## config.mk

```make
export PLATFORM = sky130hd
export DESIGN_NAME = r5p_wbu_mc
export DESIGN_NICKNAME = d
export VERILOG_FILES = /design/src/rtl/r5p_wbu_mc.sv
export SDC_FILE = /design/constraint.sdc
export NUM_CORES = 1
export LEC_CHECK = 0
export CORE_MARGIN = 2
export CORE_UTILIZATION = 43
export DETAILED_ROUTE_END_ITERATION = 10
export GPL_ROUTABILITY_DRIVEN = 0
export GPL_TIMING_DRIVEN = 0
export PLACE_DENSITY = 0.89
export SLEW_MARGIN = 20
export SYNTH_ARGS = -nofsm -noshare
export SYNTH_HDL_FRONTEND = slang
export SYNTH_SLANG_ARGS = --single-unit
```

## constraint.sdc

```tcl
create_clock -name clk -period 2.7 [get_ports clk]
set_input_delay 0.405 -clock clk [delete_from_list [all_inputs] [get_ports clk]]
set_output_delay 0.405 -clock clk [all_outputs]
set_load 0.1 [all_outputs]
```

## src/rtl/r5p_wbu_mc.sv

```systemverilog
// Multi-channel GPR write-back unit: fixed-latency decode path plus CHN in-order result channels.
// Optional macro R5P_WBU_BYPASS_EN adds a combinational forwarding port from the write-back registers.
module r5p_wbu_mc #(
   parameter  int XLEN = 32,
   parameter  int CHN  = 2,
   parameter  int DEP  = 2,
   localparam int SW   = $clog2(CHN+1)
)(
   input  logic                clk,
   input  logic                rst,
   input  logic                dec_vld,
   output logic                dec_rdy,
   input  logic                dec_wen,
   input  logic [4:0]          dec_rd,
   input  logic [SW-1:0]       dec_sel,
   input  logic [XLEN-1:0]     dec_dat,
   input  logic [CHN-1:0]      chn_vld,
   output logic [CHN-1:0]      chn_rdy,
   input  logic [CHN*XLEN-1:0] chn_dat,
   output logic [31:0]         busy,
   output logic                err,
   output logic                wen,
   output logic [4:0]          adr,
   output logic [XLEN-1:0]     dat
`ifdef R5P_WBU_BYPASS_EN
   ,
   input  logic [4:0]          rs1,
   input  logic [4:0]          rs2,
   output logic                fw1_vld,
   output logic                fw2_vld,
   output logic [XLEN-1:0]     fw1_dat,
   output logic [XLEN-1:0]     fw2_dat
`endif
);

   localparam int PW = $clog2(DEP) + 1;
   localparam int AW = (DEP > 1) ? $clog2(DEP) : 1;

   // Each tag entry is {wen_eff, rd}
   logic [5:0]      mem [CHN][DEP];
   logic [PW-1:0]   wp  [CHN];
   logic [PW-1:0]   rp  [CHN];

   logic [CHN-1:0]  empty;
   logic [CHN-1:0]  full;
   logic [CHN-1:0]  elig;
   logic [CHN-1:0]  gnt;
   logic [CHN-1:0]  push;
   logic            chn_acc;
   logic [5:0]      head;
   logic [XLEN-1:0] gdat;
   logic            dec_wen_eff;
   logic            tgt_ok;
   logic            tgt_full;
   logic            haz;
   logic            dec_acc;
   logic            err_set;
   logic [31:0]     set_vec;
   logic [31:0]     clr_vec;

   function automatic logic [AW-1:0] idx(input logic [PW-1:0] p);
      if (DEP > 1) return AW'(p);
      else         return '0;
   endfunction

   always_comb begin
      empty    = '0;
      full     = '0;
      head     = '0;
      gdat     = '0;
      tgt_full = 1'b0;
      push     = '0;
      set_vec  = '0;
      clr_vec  = '0;
      err_set  = 1'b0;

      for (int k = 0; k < CHN; k++) begin
         empty[k] = (wp[k] == rp[k]);
         // Wrapped pointers: full when only the extra MSB differs
         full[k]  = ((wp[k] ^ rp[k]) == PW'(DEP));
      end

      // A result on a channel with no pending tag is dropped and flagged
      elig    = chn_vld & ~empty;
      gnt     = elig & (~elig + CHN'(1));
      chn_acc = |gnt;
      chn_rdy = gnt;

      for (int k = 0; k < CHN; k++) begin
         if (gnt[k]) begin
            head = mem[k][idx(rp[k])];
            gdat = chn_dat[k*XLEN +: XLEN];
         end
         if (dec_sel == SW'(k+1) && full[k]) tgt_full = 1'b1;
      end

      dec_wen_eff = dec_wen & (dec_rd != 5'd0);
      tgt_ok      = (dec_sel != '0) && (int'(dec_sel) <= CHN);
      haz         = dec_wen_eff & busy[dec_rd];
      dec_rdy     = ~chn_acc & ~tgt_full & ~haz;
      dec_acc     = dec_vld & dec_rdy;

      for (int k = 0; k < CHN; k++) begin
         push[k] = dec_acc && (dec_sel == SW'(k+1));
         if (chn_vld[k] && empty[k]) err_set = 1'b1;
      end
      if (dec_vld && int'(dec_sel) > CHN) err_set = 1'b1;

      if (dec_acc && tgt_ok && dec_wen_eff) set_vec[dec_rd]  = 1'b1;
      if (chn_acc && head[5])               clr_vec[head[4:0]] = 1'b1;
   end

   always_ff @(posedge clk) begin
      for (int k = 0; k < CHN; k++) begin
         if (push[k]) mem[k][idx(wp[k])] <= {dec_wen_eff, dec_rd};
      end
   end

   always_ff @(posedge clk) begin
      if (!rst) begin
         wen  <= 1'b0;
         adr  <= '0;
         dat  <= '0;
         busy <= '0;
         err  <= 1'b0;
         for (int k = 0; k < CHN; k++) begin
            wp[k] <= '0;
            rp[k] <= '0;
         end
      end else begin
         busy <= (busy & ~clr_vec) | set_vec;
         if (err_set) err <= 1'b1;
         for (int k = 0; k < CHN; k++) begin
            if (push[k]) wp[k] <= wp[k] + PW'(1);
            if (gnt[k])  rp[k] <= rp[k] + PW'(1);
         end
         if (chn_acc) begin
            wen <= head[5];
            adr <= head[4:0];
            dat <= gdat;
         end else if (dec_acc && dec_sel == '0) begin
            wen <= dec_wen_eff;
            adr <= dec_rd;
            dat <= dec_dat;
         end else begin
            wen <= 1'b0;
         end
      end
   end

`ifdef R5P_WBU_BYPASS_EN
   assign fw1_vld = wen && (adr == rs1) && (rs1 != 5'd0);
   assign fw2_vld = wen && (adr == rs2) && (rs2 != 5'd0);
   assign fw1_dat = dat;
   assign fw2_dat = dat;
`endif

endmodule

```

; After elaboration in Yosys (flattened, before gate mapping)
; Memory sizes are Yosys's and may differ from the RTL's.
; Cells that the tools add are included.
[classes]
addsub = 5
multipliers = 0
div = 0
magnitude_cmp = 12
eq_ne = 6
n_shift = 0
n_mux = 59
bitwise = 25
reduce_logical = 22
[ops]
columns = op, count
row1 = 32-bit two-way mux, 6
row2 = 6-bit two-way mux, 10
row3 = 12-bit two-way mux, 4
row4 = 32-bit AND, 1
row5 = 32-bit inverter, 1
row6 = 32-bit OR, 1
row7 = 1-bit two-way mux, 28
row8 = 1-bit logical AND, 16
row9 = 6-bit demux with 1-bit select, 2
row10 = 5-bit by 6-bit < comparator with 1-bit output (second input constant), 2
row11 = 12-bit OR reduction, 1
row12 = 2-bit by 1-bit adder with 2-bit output (second input constant), 5
row13 = 1-bit demux with 5-bit select, 2
row14 = 5-bit by 1-bit >= comparator with 1-bit output (second input constant), 2
row15 = 5-bit two-way mux, 2
row16 = 2-bit >= comparator (second input constant), 4
row17 = 2-bit two-way mux, 4
row18 = 1-bit inverter with 2-bit output, 4
row19 = 2-bit == test (second input constant), 3
row20 = 1-bit AND, 5
row21 = 1-bit binary-select mux with 5-bit select, 1
row22 = 5-bit nonzero test, 1
row23 = 2-bit AND, 2
row24 = 2-bit == test, 2
row25 = other kinds (11), 20
[word_totals]
reg_bits = 71
latch_bits = 0
ram_bits = 32
romBits = 0
in_bits = 109
output_inout_bits = 74
elab_cells = 137
n_memories = 3
[memory_table]
columns = name, words, width, rd, rd_clocked_by_memory_dff, wr, line
row1 = mem, 2, 12, 2, 0, 1, 40  ; logic [5:0] mem [CHN][DEP];
row2 = rp, 2, 2, 2, 0, 2, 42  ; logic [PW-1:0] rp [CHN];
row3 = wp, 2, 2, 2, 0, 2, 41  ; logic [PW-1:0] wp [CHN];

; Logic depth before layout (Yosys ltp)
[depth]
depth_word = 21
ltp_mapped = 9
ltp_nobuf = 7

; Least setup slack after synthesis
; No wires, ideal clock.
[synth_timing]
kind = flip-flop to output port
startpoint = register busy[27]
endpoint = output dec_rdy
arrival_ps = 2784
required_time_ps = 2295
path_slack_ps = -489
stages_incl_launch_ff = 8
path_buffers = 1
path_cell_list = dfxtp_1 -> mux2i_1 -> o32ai_1 -> a222oi_1 -> a31oi_1 -> or3_1 -> buf_6 -> inv_1
[synth_between]
elab_chain_cells = 5
[synth_rtl]
columns = element, line
row1 = "start, declared", 20  ; output logic [31:0] busy,
row2 = "start signal, assigned", 131  ; busy <= (busy & ~clr_vec) | set_vec;
row3 = 1-bit binary-select mux with 5-bit select, 99  ; haz = dec_wen_eff & busy[dec_rd];
row4 = 1-bit two-way mux (implied by the code), 99
row5 = 1-bit AND, 99
row6 = 1-bit inverter, 100  ; dec_rdy = ~chn_acc & ~tgt_full & ~haz;
row7 = 1-bit AND, 100
row8 = "end, declared", 12  ; output logic dec_rdy,
; No other way between the ends. The select of a mux whose other input is x is not followed.

; Worst setup path in the final report
[layout_timing]
startpoint = input dec_rd[0]
endpoint = output dec_rdy
[layout_between]
elab_chain_cells = 5
elab_cells_between_ends = 7
classes_between = mux (2) / bitwise (4) / reduce/logical (1)
[layout_rtl]
columns = element, line
row1 = "start, declared", 14  ; input logic [4:0] dec_rd,
row2 = 1-bit binary-select mux with 5-bit select or 5-bit nonzero test (tied branches), "99, 97"
row3 = 1-bit two-way mux (implied by the code) or 1-bit AND (tied branches), "99, 97"
row4 = 1-bit AND *, 99
row5 = 1-bit inverter *, 100
row6 = 1-bit AND *, 100
; Every way passes the cells marked *; elsewhere a longest branch is shown, timed or not. The select of a mux whose other input is x is not followed.

==> impl_table.tex <==
\begin{tabular}{lr}
\hline
Metric & Value \\
\hline
\multicolumn{2}{l}{\textbf{Run status}} \\
Outcome & complete, no violations \\
\multicolumn{2}{l}{\textbf{Synthesis}} \\
Number of cells produced by synthesis & 628 \\
Count of warnings emitted by yosys & 0 \\
Leading cell types by count after synthesis & sky130\_fd\_sc\_hd\_\_nand2\_1, sky130\_fd\_sc\_hd\_\_dfxtp\_1, sky130\_fd\_sc\_hd\_\_mux2i\_1 \\
Sequential-to-total area share from yosys stat & 41.5\% \\
Netlist area before placement & 5750 sq um \\
Count of distinct cell types in the synthesized netlist & 65 \\
Synthesis-stage register bit count & 103 \\
Largest area contributor in the synthesized netlist & sky130\_fd\_sc\_hd\_\_dfxtp\_1 \\
Post-Syn Area per Cell & 9.15 sq um \\
Ys flop type & sky130\_fd\_sc\_hd\_\_dfxtp\_1 \\
Post-synthesis async set-or-reset flop share & 0\% \\
EDFF count, synth & 32 \\
Fraction of post-synthesis cell area in the top cell type by area & 24.7\% \\
Cell types with the largest area share after synthesis & sky130\_fd\_sc\_hd\_\_dfxtp\_1, sky130\_fd\_sc\_hd\_\_edfxtp\_1, sky130\_fd\_sc\_hd\_\_mux2i\_1 \\
Mapped Nets & 741 \\
Leading cell type by number of instances after synthesis & sky130\_fd\_sc\_hd\_\_nand2\_1 \\
\multicolumn{2}{l}{\textbf{Flow run}} \\
Max-cap viol count & 0 \\
\multicolumn{2}{l}{\textbf{Placement}} \\
Cell Area, Placed & 7830 sq um \\
Placed Cells incl. Taps & 984 \\
Place WS & -1.92 ns \\
DP Wirelength & 14200 um \\
IO Port Bufs & 180 \\
\multicolumn{2}{l}{\textbf{Cells and area}} \\
Layout cells sized above 1 & 17.3\% \\
Number of inserted diodes & 0 \\
Fin area & 8490 sq um \\
Final layout net count & 953 \\
Post-route non-filler standard cell count & 1021 \\
Growth of design area from synthesis to finish & 47.7\% \\
Count of filler cells inserted in the layout & 1047 \\
Final core occ & 64.6\% \\
\multicolumn{2}{l}{\textbf{Worst setup path}} \\
Launch instance of the worst register-to-register path & rp[0][2] \\
Setup crit start kind & input port \\
Crit path max fanout & 8 \\
Worst Reg-to-Reg Cells & 7 \\
Reg-to-reg endpoint & busy[21] \\
CP arrival & 2.29 ns \\
Required time reported for the critical path endpoint & 2.30 ns \\
R2R setup slack & 0.07 ns \\
WS Path Type & input port to output port \\
Type of destination of the critical path & output port \\
\multicolumn{2}{l}{\textbf{CTS}} \\
H-Tree Level Count & 3 \\
Clock tree from TritonCTS & built \\
Clock transition at the registers of the reported paths & 0.06 ns \\
Clock network latency to the later pin of the worst-skew pair & 0.36 ns \\
Cell chosen for the clock root & sky130\_fd\_sc\_hd\_\_clkbuf\_16 \\
Count of hold-fix buffers inserted at cts & 0 \\
Number of clock sinks & 103 \\
Buffer depth of the longest clock path & 2 \\
Number of buffers added by the clock tree synthesis step & 9 \\
\multicolumn{2}{l}{\textbf{Drt}} \\
Count of TritonRoute iterations in the first routing pass & 5 \\
Number of nets still failing antenna checks after routing & 0 \\
WL final & 19500 um \\
DRC violation total after the first TritonRoute iteration & 567 \\
Total vias in the final route & 5884 \\
DRC violation count after routing & 0 \\
Number of vias per cell after detailed routing & 5.76 \\
Wirelength per Cell & 19.1 um \\
\multicolumn{2}{l}{\textbf{Worst hold path}} \\
Start point of the worst min-delay path & dec\_rd[0] \\
Endpoint of the worst hold-timing path & mem[0][0] \\
Min-Delay Path Depth & 1 \\
Hold crit path type & input port to register \\
\multicolumn{2}{l}{\textbf{Timing}} \\
Setup ws final & 0.00532 ns \\
RSZ-0062 raised after global routing & yes \\
Fin Clk Skew & 0.00861 ns \\
Transition time of the tightest slew-check pin & 1.04 ns \\
Number of endpoints failing setup at the final stage & 0 \\
Slew headroom & 30.5\% \\
Final Hold Slack & 0.262 ns \\
Final period demand of the worst path & 2.69 ns \\
Final TNS setup & 0 ns \\
Number of max-slew violations in the final report & 0 \\
Final Cycle Share & 99.8\% \\
Count of endpoints failing hold in the final timing report & 0 \\
Achievable Freq & 371 MHz \\
\multicolumn{2}{l}{\textbf{Pwr}} \\
Total power & 5.59 mW \\
Internal & 3.15 mW \\
Proportion of power drawn by combinational gates & 45.4\% \\
Clock power frac & 21.9\% \\
Switch share & 43.5\% \\
Net Switching & 2.43 mW \\
Power share of the sequential group & 32.7\% \\
Peak supply drop & 309 uV \\
Standby leakage power & 3.14 nW \\
Power Dens Cells & 658 nW/um\^{}2 \\
\multicolumn{2}{l}{\textbf{GRT}} \\
GR Overflow Total & 0 \\
Initial antenna violation count & 0 \\
Total Routing Usage GR & 26.0\% \\
Global-route wire length before repair & 29400 um \\
Pin count of the biggest net entering global routing & 18 \\
Vias in the first global route & 5658 \\
\multicolumn{2}{l}{\textbf{Floorplan}} \\
Width of the die & 120 um \\
Die height & 120 um \\
Core box area & 13100 sq um \\
Num ports & 183 \\
Starting density of the core & 43.7\% \\
Area of the die & 14300 sq um \\
Number of core rows & 42 \\
\hline
\end{tabular}
-- registers in the layout, indices dropped and copies added, names as in the netlist --
register,flops
adr,5
busy,32
dat,32
err,1
mem,24
rp,4
wen,1
wp,4
-- layout make-up --
class | instances | area [sq um] | share of cell area [%]
plain buffers | 44 | 235 | 2.77
clock buffers | 10 | 229 | 2.70
clock inverters | 6 | 45.0 | 0.531
inverters | 8 | 33.8 | 0.398
multi-input cells | 471 | 3330 | 39.2
flip-flops and latches | 103 | 2420 | 28.5
well taps | 176 | 220 | 2.59
repair buffers | 203 | 1970 | 23.3
-- layer usage --
| layer | routed length [um] | GRT usage [%] | vias to the layer above |
|---|---|---|---|
| met5 | 0 | 0 | - |
| met2 | 9230 | 42.1 | 340 |
| met1 | 7670 | 33.3 | 2746 |
| li1 | - | - | 2741 |
| met3 | 1920 | 6.13 | 57 |
| met4 | 637 | 11.0 | 0 |
-- cells by family (layout without fill, tap and decap cells) --
| logic type | Yosys count | in the layout | share of synthesized area (%) |
|---|---|---|---|
| compound gates | 128 | 128 | 18.4 |
| mux | 70 | 70 | 12.5 |
| simple gates | 261 | 261 | 21.3 |
| fa+ha+maj | 4 | 4 | 0.871 |
| buf+inv | 54 | 271 | 4.18 |
| xor+xnor | 8 | 8 | 1.35 |
| flops | 103 | 103 | 41.5 |
-- cell usage in the layout, fill, tap and decap left out, drive strengths merged, types with 3 or more instances in the layout --
cell type | netlist | layout
mux2 | 12 | 12
o31ai | 3 | 3
mux2i | 58 | 58
o21a | 3 | 3
clkdlybuf4s50 | 0 | 172
nor2b | 6 | 6
nand2 | 152 | 152
o21ai | 12 | 12
o2111ai | 6 | 6
nor3 | 5 | 5
ha | 4 | 4
inv | 7 | 8
nor2 | 23 | 23
o211ai | 36 | 36
o32ai | 5 | 5
a21o | 3 | 3
nand3b | 3 | 3
a21oi | 5 | 5
or3 | 4 | 4
xor2 | 4 | 4
a31oi | 4 | 4
or2 | 3 | 3
nor4 | 10 | 10
nand2b | 8 | 8
edfxtp | 32 | 32
dfxtp | 71 | 71
clkbuf | 30 | 39
buf | 16 | 45
xnor2 | 4 | 4
a32o | 29 | 29
nand3 | 39 | 39
clkinvlp | 0 | 5
-- power by group through the flow --
stage                     Clock, mW  Combinational (mW)  Sequential, mW
after floorplan                   0               0.867            2.70
after global placement            0                2.37            1.85
after detailed placement          0                2.39            1.85
after CTS                      1.22                2.45            1.83
after global routing           1.28                2.65            1.84
final                          1.22                2.53            1.83
-- timing repair --
item                       in CTS  in global routing
resized for setup              77                 16
pin swaps                       5                  5
setup endpoints to repair      96                 66
buffers inserted                7                 16
-- worst max path at each step --
stage	start	endpoint	cells after the start
6_report	dec_rd[0]	dec_rdy	10
5_1_grt	rp[0][0]	dec_rdy	6
4_1_cts	dec_rd[0]	dec_rdy	11
3_5_place_dp	dec_rd[0]	dec_rdy	10
3_3_place_gp	dec_rd[0]	dec_rdy	10
2_1_floorplan	dec_rd[0]	dec_rdy	8
-- worst max-delay path: stages --
cell and delay (ns):
sky130_fd_sc_hd__buf_6 0.10, sky130_fd_sc_hd__buf_12 0.14, sky130_fd_sc_hd__mux2i_4 0.25, sky130_fd_sc_hd__o32ai_1 0.10
sky130_fd_sc_hd__a222oi_1 0.34, sky130_fd_sc_hd__buf_4 0.20, sky130_fd_sc_hd__a31oi_4 0.09, sky130_fd_sc_hd__or3_4 0.39
sky130_fd_sc_hd__clkinvlp_4 0.10, sky130_fd_sc_hd__buf_12 0.17
No activity file was read; power rests on OpenSTA's default activity.
